### src/rtl/hazard_pkg.sv
// hazard_pkg: op-class encodings, forwarding selects and occupancy FSM states
package hazard_pkg;
  localparam logic [2:0] OP_NONE  = 3'b000;
  localparam logic [2:0] OP_ALU   = 3'b001;
  localparam logic [2:0] OP_LOAD  = 3'b010;
  localparam logic [2:0] OP_BRJ   = 3'b011;
  localparam logic [2:0] OP_STORE = 3'b100;
  localparam logic [2:0] OP_MUL   = 3'b101;
  localparam logic [2:0] OP_DIV   = 3'b110;
  localparam logic [1:0] FWD_RF  = 2'b00;
  localparam logic [1:0] FWD_EXE = 2'b01;
  localparam logic [1:0] FWD_MEM = 2'b10;
  localparam logic [1:0] FWD_LD  = 2'b11;
  typedef enum logic {S_IDLE, S_BUSY} mc_state_t;
endpackage

### src/rtl/hazard_ctrl_mc_occupancy.sv
// mc_occupancy: tracks how long a MUL/DIV has held EXE and flags its final cycle
module mc_occupancy
  import hazard_pkg::*;
#(
  parameter int MUL_LAT = 3,
  parameter int DIV_LAT = 8
) (
  input  logic       clk,
  input  logic       rst,
  input  logic [2:0] optype_EXE,
  input  logic       de_en,
  output logic       mc_stall,
  output logic       mc_done,
  output logic       mc_busy
);
  localparam int MAXL = MUL_LAT > DIV_LAT ? MUL_LAT : DIV_LAT;
  localparam int CW = MAXL > 1 ? $clog2(MAXL) : 1;
  localparam logic [CW-1:0] MUL_LD = CW'(MUL_LAT > 1 ? MUL_LAT - 2 : 0);
  localparam logic [CW-1:0] DIV_LD = CW'(DIV_LAT > 1 ? DIV_LAT - 2 : 0);
  mc_state_t r_state;
  logic [CW-1:0] r_cnt;
  logic r_acc;
  logic w_mul, w_mc, w_one, w_new;
  logic [CW-1:0] w_ld;
  always_comb begin
    w_mul = optype_EXE == OP_MUL;
    w_mc = !rst && (w_mul || optype_EXE == OP_DIV);
    w_one = w_mul ? MUL_LAT == 1 : DIV_LAT == 1;
    w_ld = w_mul ? MUL_LD : DIV_LD;
    w_new = w_mc && r_state == S_IDLE && !r_acc;
    // an already-accepted op sitting in IDLE has finished, so it must not stall again
    mc_done = w_mc && (r_state == S_BUSY ? r_cnt == '0 : (r_acc || w_one));
    mc_stall = w_mc && !mc_done;
  end
  assign mc_busy = r_state == S_BUSY;
  always_ff @(posedge clk) begin
    if (rst) begin
      r_state <= S_IDLE;
      r_cnt <= '0;
      r_acc <= 1'b0;
    end else begin
      r_acc <= !de_en && (r_acc || w_new);
      if (r_state == S_BUSY) begin
        if (r_cnt == '0) r_state <= S_IDLE;
        else r_cnt <= r_cnt - 1'b1;
      end else if (w_new && !w_one) begin
        r_state <= S_BUSY;
        r_cnt <= w_ld;
      end
    end
  end
endmodule

### src/rtl/hazard_ctrl_mc.sv
// hazard_ctrl_mc: 5-stage pipeline forwarding, stall/flush control and perf counters
module hazard_ctrl_mc
  import hazard_pkg::*;
#(
  parameter int REG_AW = 5,
  parameter int MUL_LAT = 3,
  parameter int DIV_LAT = 8,
  parameter int CNT_W = 32
) (
  input  logic              clk,
  input  logic              rst,
  input  logic              rs1use_ID,
  input  logic              rs2use_ID,
  input  logic [REG_AW-1:0] rs1_ID,
  input  logic [REG_AW-1:0] rs2_ID,
  input  logic [2:0]        optype_ID,
  input  logic [REG_AW-1:0] rd_EXE,
  input  logic [REG_AW-1:0] rd_MEM,
  input  logic [2:0]        optype_EXE,
  input  logic [2:0]        optype_MEM,
  input  logic [REG_AW-1:0] rs2_EXE,
  input  logic              redirect_EXE,
  output logic              PC_EN_IF,
  output logic              reg_FD_EN,
  output logic              reg_DE_EN,
  output logic              reg_EM_EN,
  output logic              reg_MW_EN,
  output logic              reg_FD_flush,
  output logic              reg_DE_flush,
  output logic              reg_EM_flush,
  output logic [1:0]        forward_ctrl_A,
  output logic [1:0]        forward_ctrl_B,
  output logic              forward_ctrl_ls,
  output logic              mc_busy,
  output logic [CNT_W-1:0]  stall_cnt,
  output logic [CNT_W-1:0]  flush_cnt
);
  logic w_d1e, w_d2e, w_d1m, w_d2m, w_exe_fwd, w_mem_alu, w_mem_ld;
  logic w_ld_stall, w_mc_stall, w_mc_done, w_hold;
  mc_occupancy #(.MUL_LAT(MUL_LAT), .DIV_LAT(DIV_LAT)) u_mc (
    .clk(clk), .rst(rst), .optype_EXE(optype_EXE), .de_en(reg_DE_EN),
    .mc_stall(w_mc_stall), .mc_done(w_mc_done), .mc_busy(mc_busy)
  );
  always_comb begin
    w_d1e = rs1use_ID && rs1_ID != '0 && rs1_ID == rd_EXE;
    w_d2e = rs2use_ID && rs2_ID != '0 && rs2_ID == rd_EXE;
    w_d1m = rs1use_ID && rs1_ID != '0 && rs1_ID == rd_MEM;
    w_d2m = rs2use_ID && rs2_ID != '0 && rs2_ID == rd_MEM;
    w_exe_fwd = optype_EXE == OP_ALU || w_mc_done;
    w_mem_alu = optype_MEM inside {OP_ALU, OP_MUL, OP_DIV};
    w_mem_ld = optype_MEM == OP_LOAD;
    forward_ctrl_A = w_d1e && w_exe_fwd ? FWD_EXE : w_d1m && w_mem_alu ? FWD_MEM
                   : w_d1m && w_mem_ld ? FWD_LD : FWD_RF;
    forward_ctrl_B = w_d2e && w_exe_fwd ? FWD_EXE : w_d2m && w_mem_alu ? FWD_MEM
                   : w_d2m && w_mem_ld ? FWD_LD : FWD_RF;
    forward_ctrl_ls = optype_EXE == OP_STORE && rs2_EXE != '0 && rs2_EXE == rd_MEM && w_mem_ld;
    // store data on rs2 is patched in EXE from the load, so it needs no stall
    w_ld_stall = optype_EXE == OP_LOAD && rd_EXE != '0 && (w_d1e || (w_d2e && optype_ID != OP_STORE));
    w_hold = !redirect_EXE && (w_mc_stall || w_ld_stall);
    PC_EN_IF = !w_hold;
    reg_FD_EN = !w_hold;
    reg_DE_EN = redirect_EXE || !w_mc_stall;
    reg_EM_EN = 1'b1;
    reg_MW_EN = 1'b1;
    reg_FD_flush = redirect_EXE;
    reg_DE_flush = redirect_EXE || (!w_mc_stall && w_ld_stall);
    reg_EM_flush = !redirect_EXE && w_mc_stall;
  end
  always_ff @(posedge clk) begin
    if (rst) begin
      stall_cnt <= '0;
      flush_cnt <= '0;
    end else begin
      if (!PC_EN_IF && !(&stall_cnt)) stall_cnt <= stall_cnt + 1'b1;
      if (redirect_EXE && !(&flush_cnt)) flush_cnt <= flush_cnt + 1'b1;
    end
  end
endmodule

### config.mk
export PLATFORM = sky130hd
export DESIGN_NAME = hazard_ctrl_mc
export DESIGN_NICKNAME = d
export VERILOG_FILES = /design/src/rtl/hazard_pkg.sv /design/src/rtl/hazard_ctrl_mc_occupancy.sv /design/src/rtl/hazard_ctrl_mc.sv
export SDC_FILE = /design/constraint.sdc
export NUM_CORES = 1
export LEC_CHECK = 0
export CORE_UTILIZATION = 45
export CTS_BUF_LIST = sky130_fd_sc_hd__clkbuf_4
export DETAILED_ROUTE_END_ITERATION = 8
export PLACE_DENSITY_LB_ADDON = 0.05
export SETUP_SLACK_MARGIN = 0.3
export SLEW_MARGIN = 0
export SYNTH_ARGS = -nofsm -noshare
export SYNTH_HDL_FRONTEND = slang
export SYNTH_SLANG_ARGS = --single-unit
### constraint.sdc
create_clock -name clk -period 2.85 [get_ports clk]
set_input_delay 0.4275 -clock clk [delete_from_list [all_inputs] [get_ports clk]]
set_output_delay 0.4275 -clock clk [all_outputs]
set_load 0.1 [all_outputs]
==> impl_metrics.json, run 1 <==
{
  "fin_cells": 753,
  "die_x_um": 96.3,
  "finalMaxSlewViolations": 0,
  "fin_skew_ns": 0.0234,
  "wl_per_cell_um": 15.4,
  "syn_inst": 495,
  "cts_made_buffers": 9,
  "synth-edff-count": 0,
  "ant_nets": 0,
  "globalRouteMet1Util": 0.325,
  "clk_latency_ns": 0.43,
  "cts_root_buf": "clkbuf_4",
  "power.switching_w": 0.000569,
  "dieHeight_um": 96.3,
  "grt_antenna_before_repair": 0,
  "pwr-share-clk": 0.391,
  "syn_area_sq_um": 4000,
  "drive_gt1_frac": 0.378,
  "ios": 117,
  "ys_warn_count": 0,
  "path_class": "reg2out",
  "post-route-drc-count": 0,
  "design_area_sq_um": 6160,
  "run_status": "completed",
  "cts_hold_buffers": 0,
  "path_clk_slew_ns": 0.12,
  "grt_pass1_vias": 3735,
  "critPathBufInv": 4,
  "grt_use_met2": 0.395,
  "hold_class": "reg2reg",
  "slowest_delay_ns": 0.56,
  "worst_slack_ns": 0.0507,
  "grt_max_degree": 79,
  "drt_wl_total_um": 11600,
  "dp_slack_ns": -0.0557,
  "layout.nets": 683,
  "seqPwrFrac": 0.459,
  "cp_top_family": "simple AND/OR/NAND/NOR gates",
  "rsz0062_at_grt": "yes",
  "powerDensity_nw_per_um2": 346,
  "fin_crit_ns": 2.80,
  "firstDrtPassIters": 4,
  "power_frac_comb": 0.150,
  "start_util": 0.461,
  "diodes": 0,
  "startpoint_type": "flop",
  "tightest_slew_ns": 0.859,
  "io_buffers": 114,
  "postPlaceCellArea_sq_um": 5350,
  "coreArea_sq_um": 8680,
  "grt_first_pass_wirelength_um": 17600,
  "clkSinkCount": 69,
  "rows": 34,
  "cp-end-kind": "primary output",
  "gp_congestion": 0.806,
  "worstPathRequired_ns": 2.42,
  "total_power_w": 0.00213,
  "fin_crit_sh": 0.982,
  "synthFlopType": "dfxtp_1",
  "ys_ff_latch": 69,
  "grt_usage": 0.243,
  "max_slew_margin": 0.427,
  "p_int_w": 0.00156,
  "htreeDepth": 3,
  "fillCellCount": 708,
  "synth_seq_area_share": 0.346,
  "grt-busiest-layer": "met2",
  "numPlacedInstances": 717,
  "avgSynthCellArea_sq_um": 8.08,
  "path_cells": "inv_2, ha_4, and3b_1, or4_4, buf_6, or2_4, clkinvlp_4, buf_12",
  "fmax_mhz": 357,
  "overflow": 0,
  "die-area_sq_um": 9260,
  "p_sw_frac": 0.267,
  "tns_ns": 0,
  "syn_to_final_growth_pct": 54.2,
  "async_flop_share": 0,
  "critPathMaxFanout": 3,
  "clock_path_buffers": 2,
  "peakVddDrop_mv": 0.328,
  "vias": 4173,
  "hpwl_um": 7730,
  "p_leak_nw": 2.46,
  "cp.arrival_ns": 2.37,
  "setup_viol_count_final": 0,
  "drtIter0Drc": 172,
  "cts_tree": "built",
  "hold_viol": 0,
  "routed_via_density": 5.54,
  "crit_path_top_delay_cell": "or4_4",
  "synthDistinctLibCells": 51,
  "drv_cap": 0,
  "use_met3": 0.0506
}
[logic make-up (layout without fill, tap and decap cells)]
kind of cell	count (synthesis)	after routing	share of synthesized area
flops	69	69	0.346
simple gates	243	243	0.336
other cells	1	2	0.000938
fa+ha+maj	4	4	0.0125
buf+inv	37	186	0.0432
mux	11	11	0.0304
compound gates	76	76	0.113
xor+xnor	54	54	0.118
[repair_timing]
item / 4_1_cts / 5_1_grt
gates cloned: 1 / 1
gates resized for setup: 53 / 64
setup buffers: 12 / 6
pin swaps: 25 / 28
setup endpoints to repair: 24 / 37
[worst register-to-register path, stage by stage (launching register included)]
cell and delay (ns):
dfxtp_2 0.36, inv_2 0.05, ha_4 0.15, and3b_1 0.18
or4_4 0.56, a21oi_4 0.16, o21ai_4 0.10, buf_6 0.13
buf_6 0.12, buf_12 0.14, or4_4 0.51, a21oi_2 0.14
[power groups by stage]
stage | sequential [W] | clock (W) | combinational [W]
global route | 0.000980 | 0.000892 | 0.000341
floorplan | 0.00103 | 0 | 0.000137
global placement | 0.000999 | 0 | 0.000278
finish | 0.000979 | 0.000834 | 0.000321
CTS | 0.000978 | 0.000846 | 0.000300
detailed placement | 0.00100 | 0 | 0.000282
[registers in the layout, indices dropped and copies added (netlist names)]
signal	flops
flush_cnt	32
u_mc.mc_busy	1
u_mc.r_cnt	3
u_mc.r_acc	1
stall_cnt	32
[stage by stage]
| stage | hold slack [ns] | util |
|---|---|---|
| 2_1_floorplan | 0.422 | - |
| 3_3_place_gp | 0.432 | 0.616 |
| 3_5_place_dp | 0.458 | 0.616 |
| 4_1_cts | 0.480 | 0.672 |
| 5_1_grt | 0.494 | 0.710 |
| 6_report | 0.475 | 0.710 |
[layout by cell type, fill, tap and decap left out, types with 7 or more instances in the layout]
cell	count
clkbuf_4	10
dfxtp_1	38
or3_1	14
o31ai_1	7
a21oi_1	16
xnor2_1	28
xor2_1	23
buf_12	11
dfxtp_2	30
dlymetal6s2s_1	10
nand4_1	22
or4_4	12
dlygate4sd2_1	9
nand2_1	26
buf_4	97
and4_1	8
buf_6	9
nor2b_1	8
nand3_1	28
clkdlybuf4s50_1	18
nor3_1	12
inv_1	7
nor2_1	52
and3_1	15
a21oi_2	12
o21ai_0	21
mux2_4	9
[final timing paths]
kind	cells past startpoint	startpoint	slack [ns]	endpoint
hold reg to reg	2	u_mc.r_cnt[0]	0.47	u_mc.r_cnt[0]
setup reg to reg	11	u_mc.r_cnt[1]	0.18	stall_cnt[21]
hold / removal	2	u_mc.r_cnt[0]	0.47	u_mc.r_cnt[0]
setup / recovery	8	u_mc.r_cnt[1]	0.05	reg_EM_flush
[per-layer routing]
layer  routed length, um  share of wire
met5                   0              0
met4                  79         0.0068
met3                 692          0.060
met2                5560           0.48
met1                5290           0.46
[layout make-up]
class	count	area [sq um]	area share
Inverter	10	41.3	0.00670
Timing Repair Buffer	160	1540	0.249
Sequential cell	69	1420	0.231
Clock inverter	6	111	0.0181
Clock buffer	10	75.1	0.0122
Tap cell	108	135	0.0219
Multi-Input combinational cell	390	2840	0.461
[cells in the mapped netlist, types with 9 or more instances]
cell	number	share of area
a21oi_1	28	0.035
nor3_1	17	0.021
o21ai_0	26	0.033
mux2_2	9	0.025
dfxtp_1	69	0.35
or4_1	13	0.024
nand3_1	29	0.036
nor2_1	54	0.051
inv_1	10	0.0094
nand2_1	26	0.024
nand4_1	22	0.034
nor2b_1	9	0.014
xor2_1	23	0.050
clkbuf_1	17	0.016
xnor2_1	31	0.068
o31ai_1	9	0.017
or3_1	18	0.028
and3_1	15	0.023
Note: power is estimated with default switching activity, not from simulation.
==> run 2: changes to the inputs <==
CAP_MARGIN = 20   (was unset)
==> results of run 2 <==
Same layout as run 1: the final DEF is identical, and so are final timing and power.
